### src/rtl/sub_share_arbiter_pkg.sv
// Shared types and helpers for the SUB-instance share arbiter.
// Contents: arbiter state enum, default NREQ/HOLD_MAX, one-hot to index.
package sub_arb_pkg;

    localparam int unsigned NREQ_DEFAULT     = 4;
    localparam int unsigned HOLD_MAX_DEFAULT = 8;
    localparam int unsigned NREQ_MAX         = 8;
    localparam int unsigned IDX_MAX_W        = 3;

    typedef enum logic [1:0] {
        ST_IDLE  = 2'd0,
        ST_OWNED = 2'd1,
        ST_GAP   = 2'd2
    } arb_state_e;

    // Index of the highest set bit; callers only pass one-hot or zero vectors.
    function automatic int unsigned onehot_to_idx(input logic [NREQ_MAX-1:0] oh);
        int unsigned idx;
        idx = 0;
        for (int unsigned i = 0; i < NREQ_MAX; i++) begin
            if (oh[IDX_MAX_W'(i)]) begin
                idx = i;
            end
        end
        return idx;
    endfunction

endpackage

### src/rtl/sub_share_arbiter_if.sv
// Handshake/data bundle between the requesters and the share arbiter.
// master: requester side (REQ, RELEASE, IN_BUS) plus the shared instance output SUB_OUT.
// slave : arbiter side (GNT, SUB_IN, OUT_BUS, BUSY).
interface sub_share_arbiter_if #(
    parameter int unsigned NREQ = 4
) ();
    logic [NREQ-1:0] REQ;
    logic [NREQ-1:0] RELEASE;
    logic [NREQ-1:0] IN_BUS;
    logic            SUB_OUT;
    logic [NREQ-1:0] GNT;
    logic            SUB_IN;
    logic [NREQ-1:0] OUT_BUS;
    logic            BUSY;

    modport master (
        output REQ, RELEASE, IN_BUS, SUB_OUT,
        input  GNT, SUB_IN, OUT_BUS, BUSY
    );

    modport slave (
        input  REQ, RELEASE, IN_BUS, SUB_OUT,
        output GNT, SUB_IN, OUT_BUS, BUSY
    );
endinterface

### src/rtl/sub_arb_rr_pick.sv
// Combinational rotated-priority pick: the first set request at or after ptr wins.
// Ports: req (request vector), ptr (starting index), win_oh (one-hot winner), valid (any request).
module sub_arb_rr_pick
    import sub_arb_pkg::*;
#(
    parameter  int unsigned NREQ  = NREQ_DEFAULT,
    localparam int unsigned IDX_W = (NREQ > 1) ? $clog2(NREQ) : 1
) (
    input  logic [NREQ-1:0]  req,
    input  logic [IDX_W-1:0] ptr,
    output logic [NREQ-1:0]  win_oh,
    output logic             valid
);

    int unsigned idx;

    // Walk NREQ positions starting at ptr, wrapping; the first hit is taken.
    always_comb begin
        win_oh = '0;
        valid  = 1'b0;
        idx    = 0;
        for (int unsigned k = 0; k < NREQ; k++) begin
            idx = (32'(ptr) + k) % NREQ;
            if (!valid && req[IDX_W'(idx)]) begin
                win_oh[IDX_W'(idx)] = 1'b1;
                valid               = 1'b1;
            end
        end
    end

endmodule

### src/rtl/sub_share_arbiter.sv
// Round-robin arbiter time-sharing one SUB instance between NREQ requesters.
// Ports: CLK, RST (sync, active-high), bus (slave modport: REQ, RELEASE, IN_BUS,
//        SUB_OUT in; GNT, SUB_IN, OUT_BUS, BUSY out).
// Build option: define SUB_ARB_TIMEOUT_EN to preempt an owner after HOLD_MAX owned
// cycles when another requester is waiting.
module sub_share_arbiter
    import sub_arb_pkg::*;
#(
    parameter int unsigned NREQ     = NREQ_DEFAULT,
    parameter int unsigned HOLD_MAX = HOLD_MAX_DEFAULT
) (
    input logic              CLK,
    input logic              RST,
    sub_share_arbiter_if.slave bus
);

    localparam int unsigned IDX_W = (NREQ > 1) ? $clog2(NREQ) : 1;

    // Parameter range guards.
    if (NREQ < 1 || NREQ > NREQ_MAX) begin : g_bad_nreq
        $error("sub_share_arbiter: NREQ out of range");
    end
    if (HOLD_MAX < 1) begin : g_bad_hold
        $error("sub_share_arbiter: HOLD_MAX must be at least 1");
    end

    arb_state_e       state;
    logic [NREQ-1:0]  gnt_q;
    logic [IDX_W-1:0] ptr;

    logic [NREQ-1:0]  win_oh;
    logic             win_valid;
    logic [IDX_W-1:0] ptr_next;
    logic             own_rel;
    logic             own_req;
    logic             end_own;

    sub_arb_rr_pick #(.NREQ(NREQ)) u_pick (
        .req    (bus.REQ),
        .ptr    (ptr),
        .win_oh (win_oh),
        .valid  (win_valid)
    );

    // Pointer moves one past the winner so the new owner is last in line next time.
    assign ptr_next = IDX_W'((onehot_to_idx(NREQ_MAX'(win_oh)) + 1) % NREQ);

    // gnt_q is one-hot in OWNED, so masking picks out the owner's bits only.
    assign own_rel = |(bus.RELEASE & gnt_q);
    assign own_req = |(bus.REQ & gnt_q);

`ifdef SUB_ARB_TIMEOUT_EN
    localparam int unsigned HOLD_W = $clog2(HOLD_MAX + 1);

    logic [HOLD_W-1:0] hold;
    logic              preempt;

    // Held at zero outside OWNED so it starts from zero on every grant; saturates.
    always_ff @(posedge CLK) begin
        if (RST || state != ST_OWNED) begin
            hold <= '0;
        end else if (hold != HOLD_W'(HOLD_MAX)) begin
            hold <= hold + HOLD_W'(1);
        end
    end

    assign preempt = (hold == HOLD_W'(HOLD_MAX)) && (|(bus.REQ & ~gnt_q));
    assign end_own = own_rel || !own_req || preempt;
`else
    assign end_own = own_rel || !own_req;
`endif

    // Ownership FSM; RELEASE is only looked at in OWNED.
    always_ff @(posedge CLK) begin
        if (RST) begin
            state <= ST_IDLE;
            gnt_q <= '0;
            ptr   <= '0;
        end else begin
            case (state)
                ST_IDLE, ST_GAP: begin
                    if (win_valid) begin
                        state <= ST_OWNED;
                        gnt_q <= win_oh;
                        ptr   <= ptr_next;
                    end else begin
                        state <= ST_IDLE;
                        gnt_q <= '0;
                    end
                end
                ST_OWNED: begin
                    if (end_own) begin
                        state <= ST_GAP;
                        gnt_q <= '0;
                    end
                end
                default: begin
                    state <= ST_IDLE;
                    gnt_q <= '0;
                end
            endcase
        end
    end

    assign bus.GNT     = gnt_q;
    assign bus.BUSY    = (state == ST_OWNED);
    // gnt_q is zero outside OWNED, which forces SUB_IN and OUT_BUS low there.
    assign bus.SUB_IN  = |(bus.IN_BUS & gnt_q);
    assign bus.OUT_BUS = gnt_q & {NREQ{bus.SUB_OUT}};

endmodule

### src/flat_wrapper.sv
// flat-port wrapper written by rule: the top's interface ports become plain ports
module sub_share_arbiter_flat import sub_arb_pkg::*;
#(
    parameter int unsigned NREQ     = NREQ_DEFAULT,
    parameter int unsigned HOLD_MAX = HOLD_MAX_DEFAULT
)
  (CLK, RST, bus_REQ, bus_RELEASE, bus_IN_BUS, bus_SUB_OUT, bus_GNT, bus_SUB_IN, bus_OUT_BUS, bus_BUSY);
  sub_share_arbiter_if #(.NREQ(NREQ)) bus_i ();
  input logic CLK;
  input logic RST;
  input wire logic [$bits(bus_i.REQ)-1:0] bus_REQ;
  input wire logic [$bits(bus_i.RELEASE)-1:0] bus_RELEASE;
  input wire logic [$bits(bus_i.IN_BUS)-1:0] bus_IN_BUS;
  input wire logic [$bits(bus_i.SUB_OUT)-1:0] bus_SUB_OUT;
  output wire logic [$bits(bus_i.GNT)-1:0] bus_GNT;
  output wire logic [$bits(bus_i.SUB_IN)-1:0] bus_SUB_IN;
  output wire logic [$bits(bus_i.OUT_BUS)-1:0] bus_OUT_BUS;
  output wire logic [$bits(bus_i.BUSY)-1:0] bus_BUSY;
  assign bus_i.REQ = bus_REQ;
  assign bus_i.RELEASE = bus_RELEASE;
  assign bus_i.IN_BUS = bus_IN_BUS;
  assign bus_i.SUB_OUT = bus_SUB_OUT;
  assign bus_GNT = bus_i.GNT;
  assign bus_SUB_IN = bus_i.SUB_IN;
  assign bus_OUT_BUS = bus_i.OUT_BUS;
  assign bus_BUSY = bus_i.BUSY;
  sub_share_arbiter #(.NREQ(NREQ), .HOLD_MAX(HOLD_MAX)) u_core (.CLK(CLK), .RST(RST), .bus(bus_i));
endmodule
### config.mk
export PLATFORM = sky130hd
export DESIGN_NAME = sub_share_arbiter_flat
export DESIGN_NICKNAME = d
export VERILOG_FILES = /design/src/rtl/sub_share_arbiter_pkg.sv /design/src/rtl/sub_share_arbiter_if.sv /design/src/rtl/sub_arb_rr_pick.sv /design/src/rtl/sub_share_arbiter.sv /design/src/flat_wrapper.sv
export SDC_FILE = /design/constraint.sdc
export NUM_CORES = 1
export LEC_CHECK = 0
export BUFFER_PORTS_ARGS = -buffer_cell sky130_fd_sc_hd__buf_2
export CAP_MARGIN = 20
export CORE_UTILIZATION = 35
export DETAILED_ROUTE_END_ITERATION = 6
export SYNTH_ARGS = -nofsm -noshare
export SYNTH_HDL_FRONTEND = slang
export SYNTH_SLANG_ARGS = --single-unit
### constraint.sdc
create_clock -name CLK -period 3.29 [get_ports CLK]
set_input_delay 0.987 -clock CLK [delete_from_list [all_inputs] [get_ports CLK]]
set_output_delay 0.987 -clock CLK [all_outputs]
set_load 0.05 [all_outputs]
=== Word-level counts from Yosys, hierarchy flattened ===
Index checks and enable logic that the tools add are counted.

* Add/sub/neg operators: 4
* Magnitude comparators: 8
* Equality and inequality tests: 3
* Muxes and demuxes: 33
* Bitwise operators: 7
* Reductions and logical operators: 18

{| class="wikitable"
|+ Operators by type and width
! kind !! number
|-
| 2-to-1 mux 4 bit || 6
|-
| bitwise AND 4 bit || 4
|-
| 2-to-1 mux 1 bit || 14
|-
| less-than comparator 2 x 3 -> 1 bit (second input constant) || 4
|-
| OR 4 bit || 3
|-
| OR reduction 4 bit || 3
|-
| binary-select mux 1 bit (select 2 bit) || 4
|-
| demux 1 bit (select 2 bit) || 4
|-
| >= comparator 2 x 1 -> 1 bit (second input constant) || 4
|-
| one-hot mux 4 bit (2 select lines) || 1
|-
| logical AND 1 bit || 7
|-
| 2-to-1 mux 2 bit || 3
|-
| adder 2 x 1 -> 2 bit (second input constant) || 2
|-
| adder 2 bit (second input constant) || 2
|-
| logical NOT 1 bit || 4
|-
| one-hot mux 2 bit (2 select lines) || 1
|-
| == test 2 x 1 -> 1 bit (second input constant) || 1
|-
| == test 2 bit (second input constant) || 1
|-
| logical NOT 2 bit || 1
|-
| inequality test 2 x 1 -> 1 bit (second input constant) || 1
|-
| AND reduction 2 bit || 1
|-
| OR reduction 2 bit || 1
|-
| logical OR 1 bit || 1
|}

* Flip-flop bits (word level): 8
* Output and inout bits: 10

=== Logic depth before layout (Yosys ltp) ===
* Word-level depth: 16
* Mapped depth: 8
* Mapped depth without buffers: 8

=== Hierarchy ===
From an unflattened synthesis, not the netlist that was laid out.

* Cell total of the unflattened synthesis: 110
* Area, all modules: 922.1 um^2

{| class="wikitable"
|+ By module, submodules not included
! module !! times used !! cells each !! area an instance (um^2) !! seq. area each (um^2)
|-
| sub_arb_rr_pick || 1 || 62 || 494.2 || 0.0
|-
| sub_share_arbiter || 1 || 48 || 427.9 || 160.2
|}

=== Worst setup path after synthesis ===
No wires, ideal clock.

* Path type: input to output
* From: in bus_IN_BUS[0]
* To: out bus_SUB_IN
* Arrival: 1,460 ps
* Slack: 843 ps
* Cell stages on the path: 2
* Path buffers: 0
* Path through: a22oi_1 nand2_1

* Word-level cells in the longest chain between the ends: 2

{| class="wikitable"
|+ RTL lines
! what !! line !! RTL
|-
| start, declared || flat_wrapper.sv:13 || <nowiki>input wire logic [$bits(bus_i.IN_BUS)-1:0] bus_IN_BUS;</nowiki>
|-
| bitwise AND 4 bit || sub_share_arbiter.sv:108 || <nowiki>assign bus.SUB_IN = |(bus.IN_BUS & gnt_q);</nowiki>
|-
| OR reduction 4 bit || sub_share_arbiter.sv:108 ||
|-
| end, declared || flat_wrapper.sv:16 || <nowiki>output wire logic [$bits(bus_i.SUB_IN)-1:0] bus_SUB_IN;</nowiki>
|}

No other way between the ends.

=== Worst setup path in the final report ===
* From: in bus_IN_BUS[1]
* To: out bus_SUB_IN

The elaborated chain is that of the path after synthesis.

==> flow_metrics.tcl <==
set metrics [dict create \
    status "finished, final reports clean" \
    row_count 17 \
    path_cells "buf_2 > a22oi_1 > nand2_1 > buf_2" \
    drc_errors 0 \
    dr.pass1.iters 4 \
    initial_core_util_pct 37.31 \
    yosys_warnings 0 \
    drt_iter0_markers 25 \
    grt_start_max_net_pins 18 \
    n_antenna_cell 0 \
    clock_sinks 8 \
    wl_per_cell_um 13.75 \
    seqPwrFrac_pct 20.7 \
    antenna_found_initial 0 \
    hold_viol_final 0 \
    fin_nets 146 \
    critPathLaunchType "input pin" \
    fmaxAchievable_mhz 395.9 \
    hold_buffers 0 \
    core_um2 2233 \
    numPortBuffers 24 \
    pwr-share-clk_pct 9.3 \
    die_w_um 50.80 \
    synthSimpleGateAreaFrac_pct 27.93 \
    synth_top_family_by_area "compound AO/OA/AOI/OAI gates" \
    fin_skew_ps 0.9115 \
    hold_start "u_core.state[1]$_SDFFE_PP0P_" \
    period_needed_ps 2526 \
    routed_wl_mm 2.076 \
    drive_above_1_share_pct 28.46 \
    gp_congestion 0.7815 \
    crit_buf_inv 2 \
    critPathKind "in2out" \
    ant_nets 0 \
    p_leak_nw 0.4130 \
    setup_ws_ps 763.9 \
    fillers 229 \
    crit_path_top_delay_cell "buf_2" \
    p_per_area_nw_per_um2 793.1 \
    cpPeakStageDelay_ps 210 \
    internal-power_w 0.0003760 \
    clock_latency_ps 250 \
    crit_family "buffers and inverters" \
    synth_edf_count 0 \
    critPathLaunch "bus_IN_BUS[1]" \
    rsz0062_at_grt "no" \
    syn_to_final_growth_pct 21.17 \
    dpl_worst_slack_ps 663.6 \
    async_flop_share_pct 0 \
    synth_largest_area_cell "dfxtp_1" \
    ys_top_cells_by_count "a22oi_1 (10), nor2_1 (10), dfxtp_1 (8), nand2_1 (8), ha_1 (6)" \
    cts_buffers 3 \
    synth-seq-area-share_pct 19.22 \
    yosys.cell_types.count 34 \
    clk_pin_slew_ps 50 \
    worst-path-max-fanout 1 \
    syn_nets 118 \
    vias 834 \
    cp.required_ps 2300 \
    synth_xor_area_share_pct 0 \
    hpwl_mm 1.647 \
    pwr-share-comb_pct 70.0 \
    die_area_um2 2580 \
    finalCritPeriodShare_pct 76.78 \
    cts_setup_buffers 0 \
    synth_compound_area_share_pct 31.68 \
    cts_root_buf "clkbuf_4" \
    drv_cap 0 \
    synthTopCellsByArea "dfxtp_1 (19%), a22oi_1 (9.0%), ha_1 (9.0%)" \
    ys.flop_type "dfxtp_1" \
    gr-total-overflow 0 \
    arrival_ps 1540 \
    die_y_um 50.80 \
    io-pin-count 25 \
    yosys.area.top_type_share_pct 19.22 \
    synth_area_per_cell_um2 8.591 \
    worst_pin_slew_ps 455.2 \
    setup_viol 0 \
    ir_worst_vdd_v 0.0003712 \
    grt_pass1_wl_mm 3.270 \
    synth_seq_cells 8 \
    min_path_type "reg2reg" \
    cp_common_cell "buf_2" \
    swShare_pct 53.05 \
    slew_viol_final 0 \
    relSlewSlack_pct 69.65 \
    cts_tree "done" \
    cts-resized-gates 0 \
    synthCells 97 \
    vias_per_cell 5.523 \
    fin_setup_tns_ps 0 \
    track_usage_pct 16.57 \
    power.switching_w 0.0004248 \
    crit_path_end_kind "output port" \
    clk_path_buf_depth 2 \
    synth_fa_ha_area_share_pct 9.009 \
    netlist_area_um2 833.3 \
    grt_pass1_vias 703 \
    r2r-start "u_core.ptr[1]$_SDFFE_PP0P_" \
    synth.area.mux_share_pct 9.309 \
    cts.htree.levels 1 \
]
-- cell families after synthesis --
group,Yosys count
simple gates,42
compound gates,29
mux,6
flops,8
buf+inv,6
fa+ha+maj,6
-- tightest hold or removal path: cells and delay by family, from the launching register on --
kind	cells	cell delay, ps
simple gates	2	200
flops	1	310
-- power groups by stage --
stage / Combinational, W / Sequential [W] / Clock, W
6_report: 0.000561 / 0.000166 / 0.0000742
4_1_cts: 0.000562 / 0.000166 / 0.0000771
2_1_floorplan: 0.000386 / 0.000222 / 0
3_5_place_dp: 0.000559 / 0.000167 / 0
5_1_grt: 0.000603 / 0.000171 / 0.0000843
3_3_place_gp: 0.000556 / 0.000166 / 0
-- state kept, by name, summed over array words and instances, names as in the netlist --
signal / flops
u_core.bus.GNT: 4
u_core.ptr: 2
u_core.state: 2
-- per-stage QoR --
step                      hold WS (ps)  total power, W  util [%]  instances  area, um2
after global placement           522.5       0.0007222     44.20        148      987.2
after detailed placement         552.0       0.0007265     44.20        148      987.2
after CTS                        561.5       0.0008044     45.21        151       1010
after global routing             599.7       0.0008586     45.21        151       1010
final                            554.6       0.0008008     45.21        151       1010
after floorplan                  585.7       0.0006074         -         97      833.3
-- worst paths after layout --
path,end,slack (ps),depth (start not counted)
max reg2reg,u_core.ptr[1]$_SDFFE_PP0P_,790,8
min reg2reg,u_core.state[1]$_SDFFE_PP0P_,550,2
max,bus_SUB_IN,760,4
min,u_core.state[1]$_SDFFE_PP0P_,550,2
-- metal layers --
metal | vias up | global-route usage [%] | wire (um)
li1 | 419 | - | -
met1 | 395 | 20.90 | 968
met2 | 16 | 28.67 | 1018
met3 | 4 | 0.9091 | 45
met4 | 0 | 7.407 | 44
met5 | - | 0 | 0
-- cell type report --
type                       instances  area [um2]  share of cell area, %
multi-input combinational         83       649.4                  64.31
sequential                         8       160.2                  15.86
timing repair buffer              25       127.6                  12.64
tap                               28       35.03                  3.470
clock buffer                       3       22.52                  2.230
inverter                           4       15.01                  1.487
-- cell usage in the layout, fill, tap and decap left out, drive strengths merged, types with 3 or more instances in the layout --
| cell | n |
|---|---|
| o2bb2ai | 3 |
| nor3b | 4 |
| ha | 6 |
| clkbuf | 3 |
| o21ai | 3 |
| mux2i | 4 |
| dfxtp | 8 |
| a22oi | 10 |
| buf | 25 |
| and2 | 5 |
| inv | 4 |
| nand2 | 8 |
| o22ai | 4 |
| nor2 | 10 |
| nand2b | 4 |
| nor2b | 4 |
(Power assumes the default switching activity.)
